--- src/rtl/v850_pkg.sv ---
// Shared types for the V850 decode stage: ALU ops, opcode map, decoded bundle.
package v850_pkg;

  typedef enum logic [3:0] {
    ALU_NOP = 4'd0,
    ALU_MOV = 4'd1,
    ALU_ADD = 4'd2,
    ALU_SUB = 4'd3,
    ALU_AND = 4'd4,
    ALU_OR  = 4'd5,
    ALU_XOR = 4'd6,
    ALU_CMP = 4'd7
  } alu_op_e;

  localparam logic [5:0] OP_MOV   = 6'b000000;
  localparam logic [5:0] OP_OR    = 6'b001000;
  localparam logic [5:0] OP_XOR   = 6'b001001;
  localparam logic [5:0] OP_AND   = 6'b001010;
  localparam logic [5:0] OP_SUB   = 6'b001101;
  localparam logic [5:0] OP_ADD   = 6'b001110;
  localparam logic [5:0] OP_CMP   = 6'b001111;
  localparam logic [5:0] OP_MOVI5 = 6'b010000;
  localparam logic [5:0] OP_ADDI5 = 6'b010010;
  localparam logic [5:0] OP_CMPI5 = 6'b010011;
  localparam logic [5:0] OP_ADDI  = 6'b110000;
  localparam logic [5:0] OP_ORI   = 6'b110100;
  localparam logic [5:0] OP_XORI  = 6'b110101;
  localparam logic [5:0] OP_ANDI  = 6'b110110;

  typedef struct packed {
    logic [1:0]  len;
    alu_op_e     alu_op;
    logic [4:0]  reg1;
    logic [4:0]  reg2;
    logic [31:0] imm;
    logic        use_imm;
    logic        wb_en;
    logic        illegal;
  } decoded_t;

  function automatic logic [31:0] sext5(input logic [4:0] v);
    return {{27{v[4]}}, v};
  endfunction

endpackage

--- src/rtl/inst_decode_comb.sv ---
// Pure combinational V850 field/immediate decode of the first two halfwords.
module inst_decode_comb
  import v850_pkg::*;
(
  input  logic [15:0] hw0,
  input  logic [15:0] hw1,
  output decoded_t    dec
);

  logic [5:0]  opc;
  logic [4:0]  r1;
  logic [4:0]  r2;
  logic        is32;
  logic        ok;
  logic        use_i;
  logic [31:0] imm;
  alu_op_e     op;

  assign r2   = hw0[15:11];
  assign opc  = hw0[10:5];
  assign r1   = hw0[4:0];
  assign is32 = (opc[5:4] == 2'b11) && (r2 != 5'd0);

  always_comb begin
    ok    = 1'b1;
    use_i = 1'b0;
    imm   = '0;
    op    = ALU_NOP;
    unique case (opc)
      OP_MOV: op = ALU_MOV;
      OP_OR:  op = ALU_OR;
      OP_XOR: op = ALU_XOR;
      OP_AND: op = ALU_AND;
      OP_SUB: op = ALU_SUB;
      OP_ADD: op = ALU_ADD;
      OP_CMP: op = ALU_CMP;
      OP_MOVI5: begin
        op = ALU_MOV; use_i = 1'b1; imm = sext5(r1);
      end
      OP_ADDI5: begin
        op = ALU_ADD; use_i = 1'b1; imm = sext5(r1);
      end
      OP_CMPI5: begin
        op = ALU_CMP; use_i = 1'b1; imm = sext5(r1);
      end
      OP_ADDI: begin
        op = ALU_ADD; use_i = 1'b1;
        imm = {{16{hw1[15]}}, hw1};
      end
      OP_ORI: begin
        op = ALU_OR; use_i = 1'b1; imm = {16'h0, hw1};
      end
      OP_XORI: begin
        op = ALU_XOR; use_i = 1'b1; imm = {16'h0, hw1};
      end
      OP_ANDI: begin
        op = ALU_AND; use_i = 1'b1; imm = {16'h0, hw1};
      end
      default: ok = 1'b0;
    endcase
    // 32-bit opcode space with reg2==0 is reserved
    if (opc[5:4] == 2'b11 && r2 == 5'd0)
      ok = 1'b0;
    if (hw0 == 16'h0000) begin
      ok = 1'b1;
      op = ALU_NOP;
    end
    if (!ok) begin
      op    = ALU_NOP;
      use_i = 1'b0;
      imm   = '0;
    end
    dec         = '0;
    dec.len     = {1'b0, is32};
    dec.alu_op  = op;
    dec.reg1    = r1;
    dec.reg2    = r2;
    dec.imm     = imm;
    dec.use_imm = use_i;
    dec.illegal = !ok;
    dec.wb_en   = ok && (op != ALU_NOP) && (op != ALU_CMP)
                  && (r2 != 5'd0);
  end

endmodule

--- src/rtl/inst_decoder.sv ---
// V850 decode stage: handshake and registered decoded bundle.
// Optional skid entry enabled with DECODER_SKID_EN.
module inst_decoder
  import v850_pkg::*;
#(
  parameter int PC_W   = 25,
  parameter int INST_W = 64
) (
  input  logic              clk,
  input  logic              rst_n,
  input  logic              flush_i,
  input  logic              valid_i,
  output logic              ready_o,
  input  logic [INST_W-1:0] instruction_i,
  input  logic [PC_W-1:0]   PC_i,
  output logic              valid_o,
  input  logic              ready_i,
  output logic [PC_W-1:0]   PC_o,
  output logic [1:0]        len_o,
  output alu_op_e           alu_op_o,
  output logic [4:0]        reg1_o,
  output logic [4:0]        reg2_o,
  output logic [31:0]       imm_o,
  output logic              use_imm_o,
  output logic              wb_en_o,
  output logic              illegal_o
);

  decoded_t        dec;
  decoded_t        out_q;
  logic [PC_W-1:0] pc_q;
  logic            v_q;
  logic            accept;
  logic            retire;
  logic            unused_hi;

  assign unused_hi = ^instruction_i[INST_W-1:32];

  inst_decode_comb u_comb (
    .hw0 (instruction_i[15:0]),
    .hw1 (instruction_i[31:16]),
    .dec (dec)
  );

  assign accept = valid_i && ready_o;
  assign retire = v_q && ready_i;

`ifdef DECODER_SKID_EN
  decoded_t        skid_q;
  logic [PC_W-1:0] skid_pc;
  logic            skid_v;

  assign ready_o = !skid_v;

  always_ff @(posedge clk or negedge rst_n) begin
    if (!rst_n) begin
      v_q     <= 1'b0;
      out_q   <= '0;
      pc_q    <= '0;
      skid_v  <= 1'b0;
      skid_q  <= '0;
      skid_pc <= '0;
    end else if (flush_i) begin
      v_q    <= 1'b0;
      skid_v <= 1'b0;
    end else if (!v_q || retire) begin
      // skid full implies ready_o=0, so no accept races the drain
      if (skid_v) begin
        out_q  <= skid_q;
        pc_q   <= skid_pc;
        v_q    <= 1'b1;
        skid_v <= 1'b0;
      end else begin
        v_q <= accept;
        if (accept) begin
          out_q <= dec;
          pc_q  <= PC_i;
        end
      end
    end else if (accept) begin
      skid_q  <= dec;
      skid_pc <= PC_i;
      skid_v  <= 1'b1;
    end
  end
`else
  assign ready_o = !v_q || ready_i;

  always_ff @(posedge clk or negedge rst_n) begin
    if (!rst_n) begin
      v_q   <= 1'b0;
      out_q <= '0;
      pc_q  <= '0;
    end else if (flush_i) begin
      v_q <= 1'b0;
    end else if (ready_o) begin
      v_q <= valid_i;
      if (valid_i) begin
        out_q <= dec;
        pc_q  <= PC_i;
      end
    end
  end
`endif

  assign valid_o   = v_q;
  assign PC_o      = pc_q;
  assign len_o     = out_q.len;
  assign alu_op_o  = out_q.alu_op;
  assign reg1_o    = out_q.reg1;
  assign reg2_o    = out_q.reg2;
  assign imm_o     = out_q.imm;
  assign use_imm_o = out_q.use_imm;
  assign wb_en_o   = out_q.wb_en;
  assign illegal_o = out_q.illegal;

endmodule
--- config.mk ---
export PLATFORM = sky130hd
export DESIGN_NAME = inst_decoder
export DESIGN_NICKNAME = d
export VERILOG_FILES = /design/src/rtl/v850_pkg.sv /design/src/rtl/inst_decode_comb.sv /design/src/rtl/inst_decoder.sv
export SDC_FILE = /design/constraint.sdc
export NUM_CORES = 1
export LEC_CHECK = 0
export BUFFER_PORTS_ARGS = -buffer_cell sky130_fd_sc_hd__buf_2
export CAP_MARGIN = 20
export CELL_PAD_IN_SITES_DETAIL_PLACEMENT = 0
export CELL_PAD_IN_SITES_GLOBAL_PLACEMENT = 2
export CORE_AREA = 2 2 81 142
export DETAILED_ROUTE_END_ITERATION = 7
export DIE_AREA = 0 0 83 144
export PLACE_DENSITY = 0.95
export SYNTH_ARGS = -nofsm -noshare
export SYNTH_HDL_FRONTEND = slang
export SYNTH_SLANG_ARGS = --single-unit
--- constraint.sdc ---
create_clock -name clk -period 4.2 [get_ports clk]
set_clock_uncertainty 0.15 [all_clocks]
set_input_delay 0.84 -clock clk [delete_from_list [all_inputs] [get_ports clk]]
set_output_delay 0.84 -clock clk [all_outputs]
set_load 0.005 [all_outputs]
; ---- Word-level counts from Yosys, hierarchy flattened
; Index checks and enable logic that the tools add are counted.
[classes]
eq_ne = 15
n_mux = 12
bitwise_logic = 1
n_reduce_logical = 25
[op_table]
columns = cell, n
row1 = $pmux 32 s3, 1
row2 = $eq 6x4->1 const B, 6
row3 = $mux 32, 1
row4 = $eq 6x6->1 const B, 4
row5 = $pmux 3 s7, 1
row6 = $eq 6x5->1 const B, 3
row7 = $logic_not 16->1, 1
row8 = $reduce_or 14->1, 1
row9 = $reduce_or 2->1, 5
row10 = $reduce_or 3->1, 3
row11 = $mux 1, 7
row12 = $reduce_or 7->1, 1
row13 = $logic_not 6->1, 1
row14 = $mux 3, 2
row15 = $logic_and 1x1->1, 5
row16 = $logic_not 5->1, 1
row17 = $reduce_bool 5->1, 1
row18 = $reduce_bool 4->1, 1
row19 = $ne 3x3->1 const B, 1
row20 = $reduce_and 3->1, 1
row21 = $eq 2x2->1 const B, 1
row22 = $logic_not 1->1, 2
row23 = $reduce_bool 2->1, 1
row24 = $logic_or 1x1->1, 1
row25 = $not 1->1, 1
[totals]
reg_bits = 76
in_bits = 94
out_inout_bits = 78

; ---- Logic depth before layout (Yosys ltp)
; Gate-level depths: netlist (run 1).
[logic_depth]
word_depth = 10
mapped_depth = 8
mapped_depth_nobuf = 5

; ---- Hierarchy
; From an unflattened synthesis (run 1), not the netlist that was laid out.
[hier_totals]
hier_cells = 295
hier_area_um2 = 3683.5
[by_module_without_submodules]
columns = module, n_inst, cells_each, area_each_um2, seq_area_each_um2
row1 = inst_decoder, 1, 166, 2892.8, 1926.8
row2 = inst_decode_comb, 1, 129, 790.8, 0.0

; ---- Worst setup path after synthesis (run 1)
; OpenSTA, ideal clock, no wires.
[synth_path]
kind = input to register
from = input port instruction_i[12]
to = register out_q (netlist bit imm_o[30])
setup_ps = 121
t_arrival_ps = 2036
t_required_ps = 3929
path_slack_ps = 1893
stages = 6
cell_sequence = or4_1 nor2_2 a31oi_1 o21ai_4 buf_6 o21ai_2
[synth_between]
elab_chain_cells = 5
word_cells_on_any_way = 6
cone_classes = 3 x mux / 3 x reduce/logical
[synth_lines]
columns = element, line_no
row1 = from (decl), inst_decoder.sv:14  ; input logic [INST_W-1:0] instruction_i,
row2 = $logic_not 5->1, inst_decode_comb.sv:62  ; if (opc[5:4] == 2'b11 && r2 == 5'd0)
row3 = $logic_and 1x1->1, inst_decode_comb.sv:62
row4 = $mux 1, inst_decode_comb.sv:62
row5 = $mux 1 (*), inst_decode_comb.sv:64  ; if (hw0 == 16'h0000) begin
row6 = $mux 32 (*), inst_decode_comb.sv:68  ; if (!ok) begin
row7 = to (signal assigned), inst_decoder.sv:92  ; out_q <= '0;
row8 = to (signal assigned), inst_decoder.sv:99  ; out_q <= dec;
row9 = to (decl), inst_decoder.sv:30  ; decoded_t out_q;
; Mark *: on every way between the ends. The rest lies on a longest branch, timed or not.
; A chain may end at the register's enable or synchronous reset.

; ---- Worst setup path after layout (run 1)
[layout_path]
from = input port instruction_i[5]
to = register out_q (netlist bit imm_o[1])
[layout_between]
elab_chain_cells = 6
word_cells_on_any_way = 23
cone_classes = 13 x eq/ne / 5 x mux / 5 x reduce/logical
[layout_lines]
columns = element, line_no
row1 = $eq 6x4->1 (tied with other cells), inst_decode_comb.sv:29  ; unique case (opc)
row2 = $reduce_or 14->1 (no line), --
row3 = $mux 1, inst_decode_comb.sv:29
row4 = $mux 1, inst_decode_comb.sv:62
row5 = $mux 1, inst_decode_comb.sv:64
row6 = $mux 32 (*), inst_decode_comb.sv:68
; Marked as above.

==> results of run 1 <==
[sequential cells by signal, summed over array words and instances, names as in the netlist]
name	cells
use_imm_o	1
reg1_o	5
wb_en_o	1
PC_o	25
alu_op_o	3
len_o	1
reg2_o	5
illegal_o	1
imm_o	17
valid_o	1
[cell type report]
class / instances / area share, %
clock buffer: 11 / 6.53
clock inverter: 4 / 1.88
inverter: 2 / 0.194
multi-input combinational: 154 / 29.3
sequential: 60 / 38.8
tap: 132 / 4.27
timing repair buffer: 142 / 19.0
[how the worst max path moves through the flow]
stage | startpoint | end | slack (ps) | cells past startpoint
final | instruction_i[5] | imm_o[1] | 1700 | 7
after global routing | instruction_i[6] | imm_o[6] | 1520 | 7
after CTS | instruction_i[6] | imm_o[1] | 1670 | 7
after detailed placement | instruction_i[6] | imm_o[1] | 1320 | 7
after global placement | instruction_i[6] | imm_o[0] | 1400 | 7
after floorplan | instruction_i[12] | imm_o[30] | 1890 | 6
[metal layers]
layer  up-vias  GRT usage, %  wire [µm]
met5         -             0          0
met4         0          7.94        290
met3        20          3.48        320
li1       1105             -          -
met1      1094          14.8       2970
met2        74          22.9       4080
[cells by family (layout without fill, tap and decap cells)]
group	Yosys count	after routing	synth area share, %
xor gates and xnor gates	2	2	0.612
DFF	60	60	52.5
other	1	2	0.131
AOI/OAI and AO/OA	57	57	14.6
buffers and inverters	36	159	8.00
muxes	36	36	14.2
and+or+nand+nor	57	57	10.0
[worst register-to-register path, cell delays in order, from the launching register on]
cell	delay [ps]
dfrtp_1	350
nand2b_1	90
nand3b_1	150
buf_4	410
mux2_2	420
[stage by stage]
stage | instances | setup slack, ps | utilization (%) | instance area, µm²
final | 505 | 1700 | 35.5 | 3870
after global routing | 505 | 1520 | 35.5 | 3870
after CTS | 504 | 1670 | 35.3 | 3850
after detailed placement | 489 | 1320 | 32.3 | 3520
after global placement | 489 | 1400 | 32.3 | 3520
after floorplan | 250 | 1890 | - | 2870
[report_power, final]
part,switching [mW],internal (mW),total [mW]
Combinational,0.118,0.132,0.249
Clock,0.255,0.547,0.802
Sequential,0.0301,0.644,0.675
Total,0.403,1.32,1.73
[layout by cell type, fill, tap and decap left out, drive strengths merged, types with 3 or more instances in the layout]
cell / count
a21oi: 15
a22oi: 5
buf: 142
clkbuf: 11
dfrtp: 60
mux2: 36
nand2: 27
nand3: 3
nor2: 11
o21ai: 20
o31ai: 5
==> results.txt, run 1 <==
Result of the run = finished clean
Period utilisation layout = 59.5%
Min-delay worst type = in -> async
Worst R2R Setup Slack = 2520 ps
DRC violation count after routing = 0
Startpoint types = input pin
Ys Warns = 0
Final WL = 7660 µm
IR drop worst, VDD = 0.262 mV
Total power = 1.73 mW
Primary FF master, synth = dfrtp_1
Inserted Clock Buffers = 9
Post-synth ARST share = 100%
Synth top area share = 52.5%
Mean Syn Cell Area = 11.5 µm²
Final setup vio count = 0
CTS tree = built
Minimum clock period = 2500 ps
Top cells by area, synth = dfrtp_1 (52%), mux2_2 (14%), buf_4 (5.2%), nand2_1 (3.5%), o21ai_2 (3.1%)
Top delay family on crit path = compound AO/OA/AOI/OAI gates
Crit path kind = in -> reg
RSZ-0062 raised after global routing = false
Maximum achievable frequency = 400 MHz
Max-cap viol count = 0
Post-DRT Antenna Nets = 0
Most frequent cell after synthesis = dfrtp_1
CP max FO = 20
Hold Buf Count CTS = 0
Worst Path Arrival = 2510 ps
Post_cts resized = 0
Area of the multi-input gates = 1130 µm²
Number of synthesized flops with an enable pin = 0
Layout Nets = 463
Crit path max-delay cell type = o21ai_4
Ant. Diodes = 0
Sink Count = 60
H-tree depth = 3
Synth cell types = 44
Vias = 2,293
Initial antenna violation count = 0
Synth Register Bits = 60
Die height = 144 µm
Final hold vios = 0
Mapped Area = 2860 µm²
Leading area contributor after synthesis = dfrtp_1
Worst path max stage delay = 600 ps
Storage element area = 1500 µm²
Site Rows = 51
First-pass GRT wire length = 12,200 µm
DIE AREA = 12,000 µm²
Starting DRT DRC Count = 76
Buf/Inv on CP = 2
PortBufs = 137
Worst-Margin Slew = 698 ps
PD cells = 446 nW/µm²
Post-DP HPWL = 5570 µm
Post-CTS Setup Inserts = 0
Clock slew at reported path FFs = 60 ps
Leak = 1.90 nW
Die width = 83 µm
Vias/cell = 4.54
Post-Syn Instances = 249
Fin Hold WS = 208 ps
Synthesis-to-layout area growth = 35.2%
FILL cells = 1,117
Wire per inst = 15.2 µm
Gp weighted congestion = 0.795
Vias in the first global route = 2,373
Reg2reg start = valid_o
Ratio of cells with drive above 1 in the final layout = 56.8%
Commonest cells post-synth = dfrtp_1 (60), mux2_2 (36), nand2_1 (27), buf_4 (20), a21oi_1 (15)
CP required = 4220 ps
CTS Buffer Depth = 2
Fin Setup TNS = 0 ps
Ports = 172
Largest net degree at the start of global routing = 45
R2R Path End = PC_o[8]
Core Box Area = 10,900 µm²
Starting Density = 26.2%
Congestion Overflow GR = 0
Post-synthesis sequential area ratio = 52.5%
Slew headroom = 53.3%
Clk_lat worst skew = 330 ps
GRT Total Usage = 13.3%
R2R depth = 4
Max Slew Vio Count = 0
Drt pass-1 iters = 4
Root buf cell = clkbuf_16
Crit path cell chain = buf_2 > nand2_1 > a21oi_1 > nor3_2 > buf_4 > o21ai_4 > o21ai_0
Crit end category = flip-flop
No activity file was read; power rests on OpenSTA's default activity.
==> run 2, diff against run 1 <==
CORE_AREA = 2 2 84 147   (was 2 2 81 142)
DIE_AREA = 0 0 86 149   (was 0 0 83 144)
PLACE_DENSITY = 0.91   (was 0.95)
clock period = 2.4 ns   (was 4.2 ns; I/O delays follow)
==> results.txt, run 2 (synthesized netlist as in run 1, its figures left out) <==
Fin cells = 518 (was 505)
R2R depth = 5 (was 4)
IR drop worst, VDD = 0.344 mV (was 0.262 mV)
Leak = 1.93 nW (was 1.90 nW)
Cell count along the critical path = 6 (was 7)
Core Box Area = 11,700 µm² (was 10,900 µm²)
Post-DP Area = 3630 µm² (was 3520 µm²)
Dpl cells = 501 (was 489)
GRT Total Usage = 12.1% (was 13.3%)
Gp weighted congestion = 0.782 (was 0.795)
RSZ-0062 raised after global routing = false (unchanged)
CTS Buffer Depth = 2 (unchanged)
Inserted Clock Buffers = 9 (unchanged)
Post-DP HPWL = 5790 µm (was 5570 µm)
Wire per inst = 14.6 µm (was 15.2 µm)
Final WL = 7560 µm (was 7660 µm)
PortBufs = 137 (unchanged)
DIE AREA = 12,800 µm² (was 12,000 µm²)
Period utilisation layout = 84.0%
Congestion Overflow GR = 0 (unchanged)
Final hold vios = 0 (unchanged)
Post-DRT Antenna Nets = 0 (unchanged)
Site Rows = 53 (was 51)
Vias in the first global route = 2,338 (was 2,373)
Minimum clock period = 2020 ps
CTS tree = built (unchanged)
Crit path max-delay cell type = o21ai_4 (unchanged)
Storage element area = 1500 µm² (unchanged)
Cell area after layout = 3940 µm² (was 3870 µm²)
Die height = 149 µm (was 144 µm)
Vias/cell = 4.46 (was 4.54)
Worst-Margin Slew = 690 ps (was 698 ps)
Crit end category = flip-flop (unchanged)
Post-layout util = 33.6% (was 35.5%)
Ant. Diodes = 0 (unchanged)
Root buf cell = clkbuf_16 (unchanged)
Synthesis-to-layout area growth = 37.8% (was 35.2%)
CP max FO = 19 (was 20)
Clk_lat worst skew = 330 ps (about the same)
Drt pass-1 iters = 4 (unchanged)
Crit path kind = in -> reg (unchanged)
Die width = 86 µm (was 83 µm)
Startpoint types = input pin (unchanged)
Worst path max stage delay = 580 ps (was 600 ps)
Ratio of cells with drive above 1 in the final layout = 57.5% (was 56.8%)
Min-delay worst type = in -> reg (was in -> async)
First-pass GRT wire length = 11,700 µm (was 12,200 µm)
FILL cells = 1,197 (was 1,117)
Starting Density = 24.4% (was 26.2%)
Fin Hold WS = 155 ps (was 208 ps)
Commonest non-fill, non-tap cell in the layout = buf_2 (unchanged)
H-tree depth = 3 (unchanged)
Largest net degree at the start of global routing = 36 (was 45)
Maximum achievable frequency = 496 MHz
Initial antenna violation count = 0 (unchanged)
Starting DRT DRC Count = 38 (was 76)
DRC violation count after routing = 0 (unchanged)
Worst Path Arrival = 2040 ps (was 2510 ps)
CP required = 2420 ps (was 4220 ps)
Top delay family on crit path = compound AO/OA/AOI/OAI gates (unchanged)
Clock slew at reported path FFs = 60 ps (about the same)
Fin Setup TNS = 0 ps (unchanged)
Max Slew Vio Count = 0 (unchanged)
Layout Nets = 470 (was 463)
Most frequent cells in the layout = buf_2 (137), dfrtp_1 (60), mux2_2 (36) (unchanged)
PD cells = 738 nW/µm² (was 446 nW/µm²)
Vias = 2,310 (was 2,293)
Buf/Inv on CP = 1 (was 2)
Max-cap viol count = 0 (unchanged)
Slew headroom = 53.8% (was 53.3%)
Sink Count = 60 (unchanged)
CP most frequent cell = o21ai_0
Crit path cell chain = buf_2 > a21boi_0 > o21ai_0 > a31oi_4 > o21ai_4 > o21ai_0 (was buf_2 > nand2_1 > a21oi_1 > nor3_2 > buf_4 > o21ai_4 > o21ai_0)
WHS Path Cells = 2
Area of the multi-input gates = 1130 µm² (unchanged)
Final setup vio count = 0 (unchanged)
Result of the run = finished clean (unchanged)
Max reg flops = 25 (unchanged)
Ports = 172 (unchanged)
## run 2: power by group
| group | switching [mW] | internal [mW] | leakage, nW | total, mW |
|---|---|---|---|---|
| Clock | 0.479 | 0.807 | 0.138 | 1.29 |
| Sequential | 0.0496 | 1.13 | 0.753 | 1.18 |
| Combinational | 0.207 | 0.241 | 1.03 | 0.448 |
| Total | 0.735 | 2.18 | 1.93 | 2.91 |
## run 2: repair_timing
item	4_1_cts	5_1_grt
buffers inserted	0	0
hold buffers	1	0
endpoints found under the setup margin	0	0
gates resized for setup	0	0
hold endpoints to repair	9	0
## run 2: layout make-up
type | instances | area share (%)
clock buffer | 9 | 5.71
clock inverter | 7 | 1.90
inverter | 2 | 0.190
multi-input combinational | 154 | 28.8
sequential | 60 | 38.1
tap | 137 | 4.35
timing repair buffer | 149 | 21.0
## run 2: worst register-to-register path, stage by stage, from the launching register on
cell and delay [ps]:
dfrtp_1 380, nand2b_1 110, nand3b_1 280, a31oi_1 350, o21ai_4 260, o21ai_0 240
## run 2: stage by stage
step / power (mW) / worst slack, ps
final: 2.91 / 383
after global routing: 3.06 / 148
after CTS: 2.97 / 342
after detailed placement: 1.65 / -10.6
after global placement: 1.64 / 57.2
after floorplan: 1.41 / 453
## run 2: final timing paths
check	endpoint	start	slack (ps)
max in group asynchronous	alu_op_o[2]	rst_n	1080
min in group asynchronous	reg2_o[0]	rst_n	410
min	valid_o	flush_i	160
max reg2reg	imm_o[1]	valid_o	550
min reg2reg	imm_o[11]	imm_o[11]	320
max	imm_o[1]	instruction_i[6]	380
## run 2: layer usage
| layer | up-vias | global-route usage (%) | routed length [µm] |
|---|---|---|---|
| met2 | 73 | 21.8 | 4160 |
| met4 | 0 | 6.51 | 233 |
| met3 | 16 | 2.82 | 326 |
| met5 | - | 0 | 0 |
| li1 | 1121 | - | - |
| met1 | 1100 | 12.6 | 2850 |
==> run 3, diff against run 2 <==
ABC_AREA = 1   (was default)
CORE_AREA = 2 2 89 156   (was 2 2 84 147)
DIE_AREA = 0 0 91 158   (was 0 0 86 149)
PLACE_DENSITY = 0.92   (was 0.91)
clock period = 2 ns   (was 2.4 ns; I/O delays follow)
==> results.txt, run 3 <==
Max-cap viol count = 0 (unchanged)
Most frequent cell after synthesis = nand2_1 (was dfrtp_1)
PortBufs = 137 (unchanged)
Top cells by area, synth = dfrtp_1 (51%), nand2_1 (24%), buf_4 (4.6%), nand3_2 (3.0%), nand3_1 (2.9%) (was dfrtp_1 (52%), mux2_2 (14%), buf_4 (5.2%), nand2_1 (3.5%), o21ai_2 (3.1%))
Buf/Inv on CP = 1 (unchanged)
Drt pass-1 iters = 4 (unchanged)
Synth Register Bits = 60 (unchanged)
Top delay family on crit path = flip-flops (was compound AO/OA/AOI/OAI gates)
Ys Warns = 0 (unchanged)
Commonest non-fill, non-tap cell in the layout = nand2_1 (was buf_2)
Worst Path Arrival = 1060 ps (was 2040 ps)
Gp weighted congestion = 0.779 (was 0.782)
Synth cell types = 25 (was 44)
Wire per inst = 12.7 µm (was 14.6 µm)
Largest net degree at the start of global routing = 44 (was 36)
R2R Path End = imm_o[30] (was imm_o[1])
Core Box Area = 13,200 µm² (was 11,700 µm²)
Synthesis-to-layout area growth = 35.7% (was 37.8%)
Starting Density = 22.5% (was 24.4%)
DRC violation count after routing = 0 (unchanged)
Worst R2R Setup Slack = 510 ps (was 550 ps)
Setup ws final = 385 ps (was 383 ps)
Period utilisation layout = 80.7%
Crit path cell chain = buf_2 (was buf_2 > a21boi_0 > o21ai_0 > a31oi_4 > o21ai_4 > o21ai_0)
Vias in the first global route = 2,712 (was 2,338)
Vias/cell = 4.05 (was 4.46)
Maximum achievable frequency = 619 MHz
Ratio of cells with drive above 1 in the final layout = 35.8% (was 57.5%)
DIE AREA = 14,400 µm² (was 12,800 µm²)
Post-CTS Setup Inserts = 0 (unchanged)
Worst path max stage delay = 560 ps (was 580 ps)
H-tree depth = 3 (unchanged)
Post-Place Setup Slack = 107 ps (was -10.6 ps)
Primary FF master, synth = dfrtp_1 (unchanged)
Cell count along the critical path = 1 (was 6)
Inserted Clock Buffers = 9 (unchanged)
Min-delay worst type = in -> reg (unchanged)
Synth top area share = 50.7% (was 52.5%)
Post-DP HPWL = 6620 µm (was 5790 µm)
PD cells = 812 nW/µm² (was 738 nW/µm²)
Worst Setup SP = imm_o[30] (was instruction_i[6])
RSZ-0062 raised after global routing = false (unchanged)
Worst setup path endpoint = imm_o[20] (was imm_o[1])
Initial antenna violation count = 1 (was 0)
Clock slew at reported path FFs = 50 ps (was 60 ps)
Mapped Area = 2960 µm² (was 2860 µm²)
Die height = 158 µm (was 149 µm)
CP max FO = 17 (was 19)
First-pass GRT wire length = 13,900 µm (was 11,700 µm)
Starting DRT DRC Count = 155 (was 38)
IR drop worst, VDD = 0.350 mV (was 0.344 mV)
Mean Syn Cell Area = 7.85 µm² (was 11.5 µm²)
Hold Buf Count CTS = 1 (unchanged)
Startpoint types = flip-flop (was input pin)
GRT Total Usage = 12.5% (was 12.1%)
Site Rows = 56 (was 53)
Vias = 2,767 (was 2,310)
Result of the run = finished clean (unchanged)
Post_cts resized = 0 (unchanged)
Layout Nets = 599 (was 470)
Congestion Overflow GR = 0 (unchanged)
R2R depth = 8 (was 5)
Final WL = 8710 µm (was 7560 µm)
Ports = 172 (unchanged)
Fin Setup TNS = 0 ps (unchanged)
Reg2reg start = valid_o (unchanged)
CTS Buffer Depth = 2 (unchanged)
Final hold vios = 0 (unchanged)
CP required = 1450 ps (was 2420 ps)
Commonest cells post-synth = nand2_1 (188), dfrtp_1 (60), inv_1 (21), buf_4 (18), nand3_1 (17) (was dfrtp_1 (60), mux2_2 (36), nand2_1 (27), buf_4 (20), a21oi_1 (15))
Sink Count = 60 (unchanged)
Post-DRT Antenna Nets = 0 (unchanged)
Number of synthesized flops with an enable pin = 0 (unchanged)
Post-synth ARST share = 100% (unchanged)
Die width = 91 µm (was 86 µm)
Root buf cell = clkbuf_16 (unchanged)
Final setup vio count = 0 (unchanged)
Minimum clock period = 1610 ps
Crit path kind = reg -> out (was in -> reg)
Crit end category = primary output (was flip-flop)
Post-Syn Instances = 377 (was 249)
Leading area contributor after synthesis = dfrtp_1 (unchanged)
Max Slew Vio Count = 0 (unchanged)
Most frequent cells in the layout = nand2_1 (187), buf_2 (137), dfrtp_1 (60) (was buf_2 (137), dfrtp_1 (60), mux2_2 (36))
Leak = 2.41 nW (was 1.93 nW)
Max reg flops = 25 (unchanged)
Clk_lat worst skew = 320 ps (was 330 ps)
Post-synthesis sequential area ratio = 50.7% (was 52.5%)
CTS tree = built (unchanged)
FILL cells = 1,484 (was 1,197)
Crit path max-delay cell type = dfrtp_1 (was o21ai_4)
run 3: final cells by class:
| type | instances | area, µm² | share of cell area [%] |
|---|---|---|---|
| sequential | 60 | 1500 | 37.4 |
| clock inverter | 3 | 15.0 | 0.374 |
| multi-input combinational | 263 | 1160 | 28.8 |
| clock buffer | 11 | 243 | 6.04 |
| antenna | 1 | 2.50 | 0.0623 |
| timing repair buffer | 147 | 788 | 19.6 |
| inverter | 24 | 92.6 | 2.31 |
| tap | 174 | 218 | 5.42 |
run 3: cells by family after synthesis:
logic type / share of synthesized area [%]
compound gates: 3.17
flops: 50.7
other cells: 0.127
buf+inv: 10.4
simple gates: 35.6
run 3: how the worst min path moves through the flow:
stage               slack, ps       to  cells past startpoint  startpoint
floorplan                 -50  PC_o[0]                      0       rst_n
global placement          230  valid_o                      1       rst_n
detailed placement        240  valid_o                      1       rst_n
CTS                        70  valid_o                      2     flush_i
global route               80  valid_o                      2     flush_i
finish                     90  valid_o                      2     flush_i
run 3: power by group:
group          switching [mW]  internal, mW  total [mW]
registers              0.0620          1.34        1.40
clock network           0.501         0.849        1.35
logic                   0.289         0.219       0.509
run 3: metal layers:
layer | routed length (µm) | global-route usage [%] | share of wire (%) | vias up
li1 | - | - | - | 1397
met1 | 3340 | 13.3 | 38 | 1265
met2 | 4730 | 23.3 | 54 | 95
met3 | 440 | 2.57 | 5.1 | 10
met4 | 195 | 6.20 | 2.2 | 0
met5 | 0 | 0 | 0 | -
run 3: through the flow:
stage	area (µm²)	power (mW)	std cells	hold WS (ps)	util, %
CTS	4010	3.34	682	74.9	30.5
finish	4020	3.26	683	89.4	30.5
global route	4020	3.47	683	81.6	30.5
global placement	3750	1.93	667	227	28.4
detailed placement	3750	1.94	667	236	28.4
floorplan	2960	1.65	378	-45.6	-
